File: config.mk
export PLATFORM = sky130hd
export DESIGN_NAME = multi_timer
export DESIGN_NICKNAME = d
export VERILOG_FILES = /design/src/rtl/multi_timer.sv
export SDC_FILE = /design/constraint.sdc
export NUM_CORES = 1
export LEC_CHECK = 0
export ABC_AREA = 0
export BUFFER_PORTS_ARGS = -buffer_cell sky130_fd_sc_hd__buf_2
export CAP_MARGIN = 20
export CORE_MARGIN = 5
export CORE_UTILIZATION = 63
export DETAILED_ROUTE_END_ITERATION = 6
export PLACE_DENSITY = 0.86
export SYNTH_ARGS = -nofsm -noshare
export SYNTH_HDL_FRONTEND = slang
export SYNTH_SLANG_ARGS = --single-unit
export TNS_END_PERCENT = 30
File: constraint.sdc
create_clock -name clk -period 6.2 [get_ports clk]
set_clock_uncertainty 0.2 [all_clocks]
set_input_delay 0.31 -clock clk [delete_from_list [all_inputs] [get_ports clk]]
set_output_delay 0.31 -clock clk [all_outputs]
set_load 0.03 [all_outputs]
File: src/rtl/multi_timer.sv
// multi_timer: NUM_CH independent compare timers sharing one programmable prescaler tick.
// Each channel runs an IDLE/RUN/DONE FSM in one-shot or periodic mode with sticky irq and overrun flags.
module multi_timer #(
  parameter int NUM_CH      = 4,
  parameter int CNT_WIDTH   = 32,
  parameter int PRESC_WIDTH = 8,
  parameter int CH_IDX_W    = (NUM_CH > 1) ? $clog2(NUM_CH) : 1
) (
  input  logic                          clk,
  input  logic                          rst_n,
  input  logic [PRESC_WIDTH-1:0]        presc_div_i,
  input  logic                          cfg_we_i,
  input  logic [CH_IDX_W-1:0]           cfg_ch_i,
  input  logic [CNT_WIDTH-1:0]          cfg_cmp_i,
  input  logic                          cfg_periodic_i,
  input  logic [NUM_CH-1:0]             start_i,
  input  logic [NUM_CH-1:0]             stop_i,
  input  logic [NUM_CH-1:0]             irq_ack_i,
  output logic [NUM_CH*CNT_WIDTH-1:0]   cnt_o,
  output logic [NUM_CH-1:0]             busy_o,
  output logic [NUM_CH-1:0]             irq_o,
  output logic [NUM_CH-1:0]             missed_o
);

  typedef enum logic [1:0] {
    ST_IDLE = 2'd0,
    ST_RUN  = 2'd1,
    ST_DONE = 2'd2
  } state_e;

  logic [PRESC_WIDTH-1:0] presc_cnt_r;
  logic                   tick_s;

  // Using >= means a divider lowered below the current count ticks at once instead of wrapping.
  assign tick_s = (presc_cnt_r >= presc_div_i);

  // Shared free-running prescaler.
  always_ff @(posedge clk or negedge rst_n) begin
    if (!rst_n) begin
      presc_cnt_r <= {PRESC_WIDTH{1'b0}};
    end else if (tick_s) begin
      presc_cnt_r <= {PRESC_WIDTH{1'b0}};
    end else begin
      presc_cnt_r <= presc_cnt_r + PRESC_WIDTH'(1);
    end
  end

  for (genvar g = 0; g < NUM_CH; g++) begin : g_ch
    state_e                 state_r, state_n;
    logic [CNT_WIDTH-1:0]   cnt_r, cnt_n, cmp_r, cmp_n;
    logic                   per_r, per_n;
    logic                   busy_r, irq_r, irq_n, missed_r, missed_n;
    logic                   cfg_hit_s, match_s;

    // Out-of-range channel indices never match any g, so such writes fall on the floor.
    assign cfg_hit_s = cfg_we_i && (cfg_ch_i == CH_IDX_W'(g));

    // Channel next state: cfg write beats an effective stop, which beats an effective start, then counting.
    always_comb begin
      state_n = state_r;
      cnt_n   = cnt_r;
      cmp_n   = cmp_r;
      per_n   = per_r;
      match_s = 1'b0;
      if (cfg_hit_s) begin
        cmp_n   = cfg_cmp_i;
        per_n   = cfg_periodic_i;
        cnt_n   = {CNT_WIDTH{1'b0}};
        state_n = ST_IDLE;
      end else if (stop_i[g] && (state_r == ST_RUN)) begin
        state_n = ST_IDLE;
      end else if (start_i[g] && (state_r != ST_RUN)) begin
        case (state_r)
          ST_IDLE: state_n = ST_RUN;
          ST_DONE: begin
            state_n = ST_RUN;
            cnt_n   = {CNT_WIDTH{1'b0}};
          end
          default: state_n = ST_IDLE;
        endcase
      end else if (tick_s && (state_r == ST_RUN)) begin
        if (cnt_r == cmp_r) begin
          match_s = 1'b1;
          if (per_r) begin
            cnt_n = {CNT_WIDTH{1'b0}};
          end else begin
            state_n = ST_DONE;
          end
        end else begin
          cnt_n = cnt_r + CNT_WIDTH'(1);
        end
      end else begin
        state_n = state_r;
      end
    end

    // Match sets irq; ack wins for missed but loses to a simultaneous match for irq.
    always_comb begin
      irq_n    = irq_r;
      missed_n = missed_r;
      if (match_s) begin
        irq_n = 1'b1;
        if (irq_r && !irq_ack_i[g]) begin
          missed_n = 1'b1;
        end else if (irq_ack_i[g]) begin
          missed_n = 1'b0;
        end else begin
          missed_n = missed_r;
        end
      end else if (irq_ack_i[g]) begin
        irq_n    = 1'b0;
        missed_n = 1'b0;
      end else begin
        irq_n    = irq_r;
        missed_n = missed_r;
      end
    end

    // Channel state register.
    always_ff @(posedge clk or negedge rst_n) begin
      if (!rst_n) begin
        state_r  <= ST_IDLE;
        cnt_r    <= {CNT_WIDTH{1'b0}};
        cmp_r    <= {CNT_WIDTH{1'b0}};
        per_r    <= 1'b0;
        busy_r   <= 1'b0;
        irq_r    <= 1'b0;
        missed_r <= 1'b0;
      end else begin
        state_r  <= state_n;
        cnt_r    <= cnt_n;
        cmp_r    <= cmp_n;
        per_r    <= per_n;
        busy_r   <= (state_n == ST_RUN);
        irq_r    <= irq_n;
        missed_r <= missed_n;
      end
    end

    assign cnt_o[g*CNT_WIDTH +: CNT_WIDTH] = cnt_r;
    assign busy_o[g]   = busy_r;
    assign irq_o[g]    = irq_r;
    assign missed_o[g] = missed_r;
  end

endmodule

# == After elaboration in Yosys (flattened, before gate mapping) ==
# Cells that the tools add are included.
# totals
register_bits,288
in_bits,58
out_inout_bits,140
word_cells,212
# op_classes
add_sub_neg,5
magnitude_cmp,1
n_eq_ne,35
mux,97
reduce_logical,45
# op_table
cell,count
32-bit 2-to-1 mux,28
"32-bit by 1-bit adder with 32-bit output, second input constant",4
32-bit == test,4
2-bit 2-to-1 mux,24
1-bit 2-to-1 mux,44
1-bit logical AND,20
"2-bit by 1-bit == test with 1-bit output, second input constant",9
"4-bit inequality test, second input constant",4
4-bit AND reduction,4
"2-bit == test, second input constant",6
"3-bit by 2-bit inequality test with 1-bit output, second input constant",4
3-bit nonzero test,4
2-bit logical NOT,5
"8-bit by 1-bit adder with 8-bit output, second input constant",1
8-bit >= comparator,1
8-bit 2-to-1 mux,1
"2-bit by 1-bit inequality test with 1-bit output, second input constant",4
"2-bit inequality test, second input constant",4
2-bit nonzero test,4
2-bit OR reduction,4
1-bit logical NOT,4

# == Logic depth before layout (Yosys ltp) ==
# Gate-level depths: netlist (run 1).
# depth
ltp_word,7
mapped_depth,11
mapped_depth_nobuf,9

# == Least setup slack after synthesis (run 1) ==
# No wires, ideal clock.
# synth_path
path_kind,register to register
startpoint,register presc_cnt_r[5]
endpoint,register g_ch[2].cnt_r[30]
setup_time_ns,0.078
arrival_ns,2.614
required_time_ns,5.922
slack_ns,3.308
path_stages_with_launch,8
path_buffers,0
period_less_slack_ns,2.892
cell_sequence,dfrtp_1 ha_1 nand4_2 o311ai_4 o311ai_4 a2111o_1 or4_1 a21oi_1
# synth_between
elab_chain_len,4
# synth_lines
element,line,source
from (decl),31,logic [PRESC_WIDTH-1:0] presc_cnt_r;
from (signal assigned),40,presc_cnt_r <= {PRESC_WIDTH{1'b0}};
from (signal assigned),42,presc_cnt_r <= {PRESC_WIDTH{1'b0}};
from (signal assigned),44,presc_cnt_r <= presc_cnt_r + PRESC_WIDTH'(1);
8-bit >= comparator,35,assign tick_s = (presc_cnt_r >= presc_div_i);
1-bit logical AND,81,end else if (tick_s && (state_r == ST_RUN)) begin
3-bit nonzero test (no line),-,
4-bit AND reduction (no line),-,
to (signal assigned),123,cnt_r <= {CNT_WIDTH{1'b0}};
to (signal assigned),131,cnt_r <= cnt_n;
to (decl),50,"logic [CNT_WIDTH-1:0] cnt_r, cnt_n, cmp_r, cmp_n;"
# No other way between the ends.
# A chain may end at the register's enable or synchronous reset.

# == Worst setup path in the final report (run 1) ==
# layout_path
startpoint,register presc_cnt_r[2]
endpoint,register g_ch[2].cnt_r[29]
# The elaborated chain is that of the path after synthesis.

==> impl_metrics.tcl, run 1 <==
set metrics [dict create \
    dpl.cell_count 2127 \
    critical_path_required_ns 6.49 \
    grt_pass1_wl_um 71500 \
    dp_hpwl_um 30700 \
    cp_cell_sequence "ha_1 -> a211o_1 -> a31oi_1 -> o311a_1 -> nor2_1 -> a41o_1 -> or4_1 -> nand2_1" \
    syn_area_sq_um 15300 \
    totalWireLength_um 45500 \
    core_sq_um 24100 \
    fp-row-count 57 \
    power_uw 4990 \
    syn_to_final_growth_pct 17.7 \
    period_needed_ns 3.55 \
    start_kind "flop" \
    fillCellCount 1672 \
    start_util_pct 63.3 \
    power.density_nw_per_um2 278 \
    syn-instance-count 1677 \
    crit_path_max_incr_delay_ns 0.62 \
    yosysTopAreaCellShare_pct 47.3 \
    power_leakage_uw 0.00868 \
    overflow 0 \
    drive_gt1_share_pct 16.8 \
    die_y_um 166 \
    maxSlewViolCount 0 \
    layout_common_cells "407 x nand2_1, 288 x dfrtp_1, 196 x buf_2" \
    postCtsSetupBuffers 0 \
    route.vias.total 14000 \
    clock_latency_ns 0.55 \
    syn_area_per_cell_sq_um 9.09 \
    seq_area_frac_synth_pct 47.3 \
    boundaryPins 198 \
    netlist_top_cells_area "dfrtp_1 47%, nand2_1 10%, xor2_1 5.8%" \
    hold_start "cfg_ch_i[1]" \
    grt_pass1_vias 13500 \
    hold_ws_ns 0.204 \
    drv_cap 0 \
    antenna_found_initial 0 \
    dieArea_sq_um 27400 \
    worst_slew_pin_slew_ns 1.11 \
    wire_per_inst_um 20.4 \
    slew_headroom_pct 25.7 \
    gp_congestion 0.918 \
    grt_usage_pct 32.9 \
    htree_levels 1 \
    fmax_mhz 281 \
    r2r-start "presc_cnt_r[2]$_DFF_PN0_" \
    drc_errors 0 \
    io_buffer_count 197 \
    cts_inserted_buffers 30 \
    tritoncts "yes" \
    ys.flop_type "dfrtp_1" \
    ys_ff_latch 288 \
    antenna_cells 0 \
    clk_pin_slew_ns 0.06 \
    finalCritPeriodShare_pct 57.3 \
    multi_input_area_sq_um 7510 \
    crit_family "compound AO/OA/AOI/OAI gates" \
    yosysWarningCount 0 \
    setup_viol 0 \
    synth_edf_count 0 \
    cts_root_buf "clkbuf_16" \
    ir_drop_v 0.000205 \
    dr.pass1.iters 6 \
    cts_max_path_buffers 3 \
    antenna_left 0 \
    path_max_fanout 24 \
    timing.critical_path.arrival_ns 3.84 \
    rsz0062_at_grt "false" \
    ys_types 69 \
    viasPerCell 6.29 \
    finalHoldViolCount 0 \
    startpoint "presc_cnt_r[2]$_DFF_PN0_" \
    crit_buf_inv 0 \
    slowest_stage "or4_1" \
    final_common_cell "nand2_1" \
    worstHoldPathType "input port to flop" \
    die_w_um 166 \
    stdcell_count 2233 \
    layout.nets 1956 \
    status "complete, no violations" \
    cp-end-kind "flop" \
    worstSetupPathType "flop to flop" \
    drt_iter0_drc 1740 \
    cts_num_sinks 288 \
    grt_max_degree 148 \
    totalNegativeSetupSlack_ns 0 \
    regArea_sq_um 7210 \
    async_reset_ff_share_pct 100 \
    regToRegSetupSlack_ns 2.65 \
    syn-num-nets 1748 \
    synth_largest_area_cell "dfrtp_1" \
]
-- cells by family after synthesis --
logic type	Yosys count	share of synthesized area (%)
multiplexers	45	3.25
buffers and inverters	130	3.63
flip-flops	288	47.3
AO/OA/AOI/OAI	244	10.4
XOR/XNOR	157	9.02
adder cells (fa/ha/maj)	13	1.07
AND/OR/NAND/NOR	800	25.4
-- synth_stat cells, types with 40 or more instances --
master    number
a21oi_1       74
clkbuf_1      48
dfrtp_1      288
inv_1         47
nand2_1      407
nand3_1       61
nor2_1        78
nor4_1        42
o21ai_0       53
o31ai_1       40
xnor2_1       56
xor2_1       101
-- worst paths after layout --
check,end,cells past startpoint
min reg2reg,g_ch[3].cmp_r[12]$_DFFE_PN0P_,2
max reg2reg,g_ch[2].cnt_r[29]$_DFFE_PN0P_,8
min,g_ch[1].cnt_r[2]$_DFFE_PN0P_,3
max in group asynchronous,g_ch[2].cmp_r[14]$_DFFE_PN0P_,3
min in group asynchronous,g_ch[3].cnt_r[14]$_DFFE_PN0P_,2
max,g_ch[2].cnt_r[29]$_DFFE_PN0P_,8
-- what timing repair did --
item | 4_1_cts | 5_1_grt
resized for setup | 0 | 0
endpoints found under the hold margin | 294 | 0
hold buffers | 48 | 0
-- metrics by stage --
stage	utilization, %	setup slack, ns	area, sq um
after floorplan	-	3.31	15300
after global placement	68.0	2.78	16400
after detailed placement	68.0	2.65	16400
after CTS	74.4	2.68	17900
after global routing	74.5	2.53	17900
final	74.5	2.65	17900
-- per-layer routing --
metal | wire, um | GRT usage [%]
met4 | 1930 | 12.3
met1 | 17700 | 45.8
met5 | 0 | 0
met2 | 20800 | 51.6
met3 | 5110 | 6.58
-- worst min-delay path: stages --
cell and delay, ns:
buf_2 0.18, o2bb2ai_1 0.22, a21oi_1 0.19
-- layout make-up --
cell class | instances | share of cell area (%)
timing repair buffer | 259 | 8.90
inverter | 47 | 0.983
multi-input combinational | 1259 | 41.8
sequential | 288 | 40.2
tap | 324 | 2.26
clock buffer | 44 | 5.10
clock inverter | 12 | 0.767
-- power by group --
part / total, uW / switching [uW] / internal [uW]
sequential: 2270 / 201 / 2070
clock: 1900 / 760 / 1140
combinational: 812 / 493 / 319
total: 4990 / 1450 / 3530
-- sequential cells by signal, summed over array words and instances, names as in the netlist --
name	count
g_ch.state_r	8
g_ch.busy_r	4
g_ch.per_r	4
g_ch.irq_r	4
g_ch.cmp_r	128
g_ch.cnt_r	128
presc_cnt_r	8
g_ch.missed_r	4
Note: power is estimated with default switching activity, not from simulation.
==> run 2: changes to the inputs <==
--- a/config.mk
+++ b/config.mk
@@ -5,13 +5,13 @@
 export SDC_FILE = /design/constraint.sdc
 export NUM_CORES = 1
 export LEC_CHECK = 0
-export ABC_AREA = 0
+export ABC_AREA = 1
 export BUFFER_PORTS_ARGS = -buffer_cell sky130_fd_sc_hd__buf_2
 export CAP_MARGIN = 20
 export CORE_MARGIN = 5
-export CORE_UTILIZATION = 63
+export CORE_UTILIZATION = 54
 export DETAILED_ROUTE_END_ITERATION = 6
-export PLACE_DENSITY = 0.86
+export PLACE_DENSITY = 0.77
 export SYNTH_ARGS = -nofsm -noshare
 export SYNTH_HDL_FRONTEND = slang
 export SYNTH_SLANG_ARGS = --single-unit
==> constraint.sdc (replaced) <==
create_clock -name clk -period 3.1 [get_ports clk]
set_clock_uncertainty 0.2 [all_clocks]
set_input_delay 0.155 -clock clk [delete_from_list [all_inputs] [get_ports clk]]
set_output_delay 0.155 -clock clk [all_outputs]
set_load 0.03 [all_outputs]
==> run 2 against run 1 <==
  * Global-route usage shrank 2.0 points
  * Synthesized area is 21% higher
  * Flip-flop and latch count is the same
==> impl_metrics.tcl, run 2 <==
set metrics [dict create \
    status "complete, no violations" \
    timing.critical_path.arrival_ns 3.21 \
    power_leakage_uw 0.0103 \
    io_buffer_count 197 \
    core_sq_um 33600 \
    drive_gt1_share_pct 12.6 \
    drc_errors 0 \
    yosysWarningCount 0 \
    ys_ff_latch 288 \
    worstHoldPathType "input port to flop" \
    hold_start "presc_div_i[7]" \
    syn_area_per_cell_sq_um 6.50 \
    clk_pin_slew_ns 0.06 \
    grt_pass1_wl_um 96200 \
    layout.nets 3123 \
    yosysTopAreaCellShare_pct 39.0 \
    fp-row-count 67 \
    antenna_found_initial 3 \
    cts_inserted_buffers 35 \
    route.vias.total 18800 \
    viasPerCell 5.35 \
    drt_iter0_drc 1601 \
    async_reset_ff_share_pct 100 \
    wl_met2_um 27000 \
    path_max_fanout 29 \
    worstSetupPathType "flop to flop" \
    start_util_pct 54.9 \
    totalWireLength_um 59700 \
    wire_per_inst_um 16.9 \
    crit_buf_inv 3 \
    overflow 0 \
    syn-num-nets 2910 \
    die_y_um 195 \
    seqPwrFrac_pct 39.9 \
    dr.pass1.iters 7 \
    worst_slew_pin_slew_ns 0.808 \
    synthTopCellsByCount "1,100 x nand2_1, 427 x nor2_1, 296 x inv_1, 288 x dfrtp_1, 181 x nand3_1" \
    cp-end-kind "flop" \
    synth.most_common_cell "nand2_1" \
    power.density_nw_per_um2 539 \
    grt_max_degree 83 \
    htree_levels 2 \
    syn_to_final_growth_pct 16.1 \
    clkPwrFrac_pct 36.2 \
    r2r_end "g_ch[1].missed_r$_DFF_PN0_" \
    synth_edf_count 0 \
    swShare_pct 34.3 \
    cts_root_buf "clkbuf_16" \
    power_uw 11600 \
    syn_area_sq_um 18500 \
    rsz0062_at_grt "false" \
    tritoncts "yes" \
    dieArea_sq_um 38000 \
    crit_path_max_incr_delay_ns 0.59 \
    dp_hpwl_um 42700 \
    drv_cap 0 \
    final_common_cell "nand2_1" \
    dr_wl_met3_um 4950 \
    netlist_top_cells_area "dfrtp_1 39%, nand2_1 22%, nor2_1 8.7%" \
    syn-instance-count 2839 \
    grt_pass1_vias 18200 \
    crit_family "simple AND/OR/NAND/NOR gates" \
    ys.flop_type "dfrtp_1" \
    synth_largest_area_cell "dfrtp_1" \
    slowest_stage "dlygate4sd3_1" \
    ir_drop_v 0.000428 \
    combPwrFrac_pct 23.8 \
    largest_registers "g_ch.cmp_r: 128 flops, g_ch.cnt_r: 128 flops" \
    ys_types 35 \
    die_w_um 195 \
    p_sw_uw 3960 \
    p_int_uw 7600 \
    cts_max_path_buffers 3 \
    start_kind "flop" \
    finalHoldViolCount 0 \
    postCtsSetupBuffers 0 \
    crit_top_cell "nand2_1" \
    hold_depth 7 \
    fillCellCount 3093 \
    clock_latency_ns 0.52 \
    top_layer "met5" \
    maxSlewViolCount 0 \
    reg2reg_depth 12 \
    seq_area_frac_synth_pct 39.0 \
    slew_headroom_pct 46.1 \
    gp_congestion 0.997 \
    grt_usage_pct 30.9 \
    critical_path_required_ns 3.35 \
    wl_met1_um 25100 \
    fmax_mhz 338 \
    cts_num_sinks 288 \
    cp_cell_sequence "inv_1 -> nand2_1 -> nand2_1 -> nor2_1 -> nand2_1 -> nor2_1 -> nand2_1 -> nor2_2 -> buf_8 -> nand4_1 -> o21ai_1 -> dlygate4sd3_1" \
    totalNegativeSetupSlack_ns 0 \
    r2r-start "g_ch[1].cnt_r[22]$_DFFE_PN0P_" \
    antenna_left 0 \
    setup_viol 0 \
    boundaryPins 198 \
    finalCritPeriodShare_pct 95.5 \
    regToRegSetupSlack_ns 0.14 \
    period_needed_ns 2.96 \
    layout_common_cells "1,100 x nand2_1, 424 x nor2_1, 296 x inv_1" \
    hold_end "presc_cnt_r[6]$_DFF_PN0_" \
]
run 2: cell types whose count changed after synthesis, moves of 33 or more:
cell	before	now
nand2_1	407	1100
nor2_1	78	427
inv_1	47	296
nand3_1	61	181
o21ai_0	53	127
o21ai_1	1	73
o21ai_2	0	60
a21oi_1	74	15
xnor2_1	56	4
nor4_1	42	0
o31ai_1	40	1
or4_1	38	0
mux2_2	36	0
xor2_1	101	68
run 2: per-stage QoR:
stage	hold WS, ns	utilization [%]	worst slack (ns)	cells	instance area, sq um
detailed placement	-0.0890	58.6	0.505	3407	19700
floorplan	-0.341	-	0.879	2839	18500
finish	0.145	63.8	0.139	3525	21400
global route	0.235	63.8	0.0153	3524	21400
global placement	-0.0859	58.6	0.578	3407	19700
CTS	0.131	63.7	0.136	3523	21400
run 2: routing by layer:
metal / track usage, % / vias to the layer above
li1: - / 9183
met1: 41.6 / 8802
met5: 0 / -
met4: 12.6 / 2
met3: 6.22 / 141
met2: 49.1 / 718
run 2: kinds of logic after synthesis:
group                    after synthesis  synth area share [%]
AND/OR/NAND/NOR                     1751                  37.7
buffers and inverters                430                  9.82
flip-flops                           288                  39.0
AO/OA/AOI/OAI                        285                  9.11
XOR/XNOR                              72                  3.42
adder cells (fa/ha/maj)               13                 0.881
run 2: worst max-delay path by stage:
stage,from,endpoint,slack (ns),cells after the start
floorplan,g_ch[2].cnt_r[0]$_DFFE_PN0P_,g_ch[2].cnt_r[30]$_DFFE_PN0P_,0.88,11
global placement,presc_cnt_r[0]$_DFF_PN0_,g_ch[1].cnt_r[24]$_DFFE_PN0P_,0.58,15
detailed placement,presc_cnt_r[0]$_DFF_PN0_,g_ch[1].cnt_r[15]$_DFFE_PN0P_,0.51,15
CTS,g_ch[0].cnt_r[26]$_DFFE_PN0P_,g_ch[0].missed_r$_DFF_PN0_,0.14,12
global route,g_ch[1].cnt_r[22]$_DFFE_PN0P_,g_ch[1].missed_r$_DFF_PN0_,0.02,12
finish,g_ch[1].cnt_r[22]$_DFFE_PN0P_,g_ch[1].missed_r$_DFF_PN0_,0.14,12
run 2: cell type report:
class | instances | area, sq um | area share (%)
Clock buffer | 49 | 1020 | 4.76
Antenna cell | 2 | 5.00 | 0.0233
Clock inverter | 11 | 133 | 0.618
Multi-Input combinational cell | 2121 | 9460 | 44.1
Timing Repair Buffer | 281 | 1840 | 8.57
Tap cell | 448 | 561 | 2.61
Sequential cell | 288 | 7210 | 33.6
Inverter | 325 | 1220 | 5.69
run 2: power groups by stage:
stage / registers (uW) / clock network (uW) / logic, uW
after floorplan: 4670 / 0 / 1950
after global placement: 4650 / 0 / 2580
after detailed placement: 4660 / 0 / 2660
after CTS: 4610 / 4230 / 2740
after global routing: 4670 / 4390 / 3110
final: 4620 / 4190 / 2750
run 2: worst min-delay path, cell delays in order:
cell	delay, ns
buf_2	0.09
inv_1	0.05
ha_1	0.14
nor2_1	0.04
o21a_1	0.09
nand2_1	0.17
nor2_1	0.07
run 2: timing repair:
action                                  4_1_cts  5_1_grt
endpoints found under the hold margin       444        0
resized for setup                             0        4
endpoints found under the setup margin        0        2
hold buffers                                 56        0
==> run 3: changes to the inputs <==
--- a/config.mk
+++ b/config.mk
@@ -7,11 +7,11 @@
 export LEC_CHECK = 0
 export ABC_AREA = 1
 export BUFFER_PORTS_ARGS = -buffer_cell sky130_fd_sc_hd__buf_2
-export CAP_MARGIN = 20
 export CORE_MARGIN = 5
-export CORE_UTILIZATION = 54
+export CORE_UTILIZATION = 35
+export CTS_CLUSTER_SIZE = 16
 export DETAILED_ROUTE_END_ITERATION = 6
-export PLACE_DENSITY = 0.77
+export PLACE_DENSITY = 0.54
 export SYNTH_ARGS = -nofsm -noshare
 export SYNTH_HDL_FRONTEND = slang
 export SYNTH_SLANG_ARGS = --single-unit
==> run 3 against run 2 <==
  * Fmax rose by 2.0%
  * Via count down 2.2%
  * Largest power group is now the clock network
  * Power increased by 5.5%
  * Largest cell class unchanged
  * Highest routed layer is now met4
  * Register-to-register slack improved by 0.06 ns
  * Critical path type unchanged
==> impl_metrics.tcl, run 3 (same netlist as run 2, synthesis figures left out) <==
set metrics [dict create \
    crit_top_cell "nand2_1" \
    final_common_cell "nand2_1" \
    drt_iter0_drc 1360 \
    dr.pass1.iters 5 \
    power.density_nw_per_um2 556 \
    final_core_util_pct 41.8 \
    crit_path_max_incr_delay_ns 0.56 \
    syn_to_final_growth_pct 18.8 \
    fmax_mhz 344 \
    dp_hpwl_um 47400 \
    finalHoldViolCount 0 \
    layout_common_cells "1,099 x nand2_1, 424 x nor2_1, 296 x inv_1" \
    overflow 0 \
    p_int_uw 8040 \
    slowest_stage "dlygate4sd3_1" \
    totalNegativeSetupSlack_ns 0 \
    cts_inserted_buffers 38 \
    slew_headroom_pct 46.9 \
    cts_root_buf "clkbuf_16" \
    combPwrFrac_pct 23.0 \
    clk_pin_slew_ns 0.06 \
    htree_levels 2 \
    antenna_cells 0 \
    layout.nets 3127 \
    swShare_pct 34.0 \
    hold_ws_ns 0.0474 \
    wire_per_inst_um 17.2 \
    timing.critical_path.arrival_ns 3.19 \
    power_leakage_uw 0.0104 \
    finalCritPeriodShare_pct 93.7 \
    r2r-start "g_ch[3].cnt_r[18]$_DFFE_PN0P_" \
    antenna_left 0 \
    core_sq_um 52400 \
    worstSetupPathType "flop to flop" \
    dpl_worst_slack_ns 0.313 \
    start_util_pct 35.2 \
    drv_cap 0 \
    seqPwrFrac_pct 37.8 \
    p_sw_uw 4150 \
    die_w_um 240 \
    antenna_found_initial 0 \
    critical_path_required_ns 3.38 \
    postCtsSetupBuffers 0 \
    route.vias.total 18400 \
    drc_errors 0 \
    start_kind "flop" \
    power_uw 12200 \
    path_max_fanout 29 \
    io_buffer_count 197 \
    clkPwrFrac_pct 39.2 \
    layout_setup_ws_ns 0.196 \
    ir_drop_v 0.000321 \
    largest_registers "g_ch.cmp_r: 128 flops, g_ch.cnt_r: 128 flops" \
    grt_pass1_vias 18000 \
    boundaryPins 198 \
    cts_max_path_buffers 3 \
    period_needed_ns 2.90 \
    r2r_end "g_ch[3].missed_r$_DFF_PN0_" \
    grt_usage_pct 22.6 \
    worst_slew_pin_slew_ns 0.796 \
    gp_congestion 0.939 \
    drive_gt1_share_pct 12.9 \
    grt_max_degree 86 \
    setup_viol 0 \
    viasPerCell 4.89 \
    reg2reg_depth 12 \
    clock_latency_ns 0.56 \
    maxSlewViolCount 0 \
    die_y_um 240 \
    grt_pass1_wl_um 103000 \
    regToRegSetupSlack_ns 0.20 \
    rsz0062_at_grt "false" \
    cp-end-kind "flop" \
    status "complete, no violations" \
    cts_num_sinks 288 \
    fp-row-count 84 \
    totalWireLength_um 64900 \
    worstHoldPathType "input port to async pin" \
    tritoncts "yes" \
    dieArea_sq_um 57500 \
    cp_cell_sequence "inv_1 -> nand2_1 -> nand2_1 -> nor2_1 -> nand2_1 -> nor2_1 -> nand2_1 -> nor2_2 -> buf_4 -> nand3_1 -> o21ai_1 -> dlygate4sd3_1" \
]
## run 3: cell count changes in the layout (fill, tap and decap cells not counted), sizes merged
| cell | delta |
|---|---|
| inv | +1 |
| bufinv | +3 |
| clkbuf | +2 |
| clkinvlp | +2 |
| dlygate4sd3 | -2 |
| diode | -2 |
| clkinv | -1 |
| buf | +3 |
## run 3: final cells by class
type	instances	area, sq um
fillers	5514	30500
clock inverters	16	241
clock buffers	51	1080
inverters	325	1220
well taps	688	861
flip-flops and latches	288	7210
multi-input cells	2121	9460
repair buffers	282	1860
## run 3: timing repair
item	in CTS	in global routing
hold buffers	54	0
hold endpoints to repair	446	0
setup endpoints to repair	0	1
gates resized for setup	0	1
## run 3: stage by stage
stage | cell area, sq um | cells
finish | 21900 | 3771
global route | 21900 | 3771
detailed placement | 20100 | 3650
global placement | 20100 | 3650
floorplan | 18500 | 2839
CTS | 21900 | 3771
## run 3: power by group through the flow
stage | combinational, uW | clock (uW) | sequential [uW]
2_1_floorplan | 1950 | 0 | 4670
3_3_place_gp | 2710 | 0 | 4650
3_5_place_dp | 2760 | 0 | 4670
4_1_cts | 2830 | 4900 | 4610
5_1_grt | 3180 | 5060 | 4670
6_report | 2800 | 4780 | 4610
## run 3: how the worst max path moves through the flow
stage | startpoint | endpoint | slack [ns] | cells after the start
2_1_floorplan | g_ch[2].cnt_r[0]$_DFFE_PN0P_ | g_ch[2].cnt_r[30]$_DFFE_PN0P_ | 0.88 | 11
3_3_place_gp | presc_cnt_r[0]$_DFF_PN0_ | g_ch[2].cnt_r[27]$_DFFE_PN0P_ | 0.35 | 14
3_5_place_dp | presc_cnt_r[1]$_DFF_PN0_ | g_ch[2].cnt_r[14]$_DFFE_PN0P_ | 0.31 | 13
6_report | g_ch[3].cnt_r[18]$_DFFE_PN0P_ | g_ch[3].missed_r$_DFF_PN0_ | 0.20 | 12
4_1_cts | presc_cnt_r[1]$_DFF_PN0_ | g_ch[2].missed_r$_DFF_PN0_ | 0.16 | 12
5_1_grt | g_ch[3].cnt_r[18]$_DFFE_PN0P_ | g_ch[3].missed_r$_DFF_PN0_ | 0.01 | 12
## run 3: metal layers
metal / wire length, um / vias up / global-route usage [%]
met1: 29800 / 8565 / 31.8
met5: 0 / - / 0
met2: 29300 / 563 / 36.2
li1: - / 9200 / -
met4: 1870 / 0 / 6.45
met3: 3980 / 103 / 3.48
## run 3: critical path: cells and delay by family, from the launching register on
| kind | cells | cell delay [ns] |
|---|---|---|
| AOI/OAI and AO/OA | 1 | 0.14 |
| DFF | 1 | 0.52 |
| and+or+nand+nor | 8 | 0.90 |
| buffers and inverters | 3 | 1.06 |
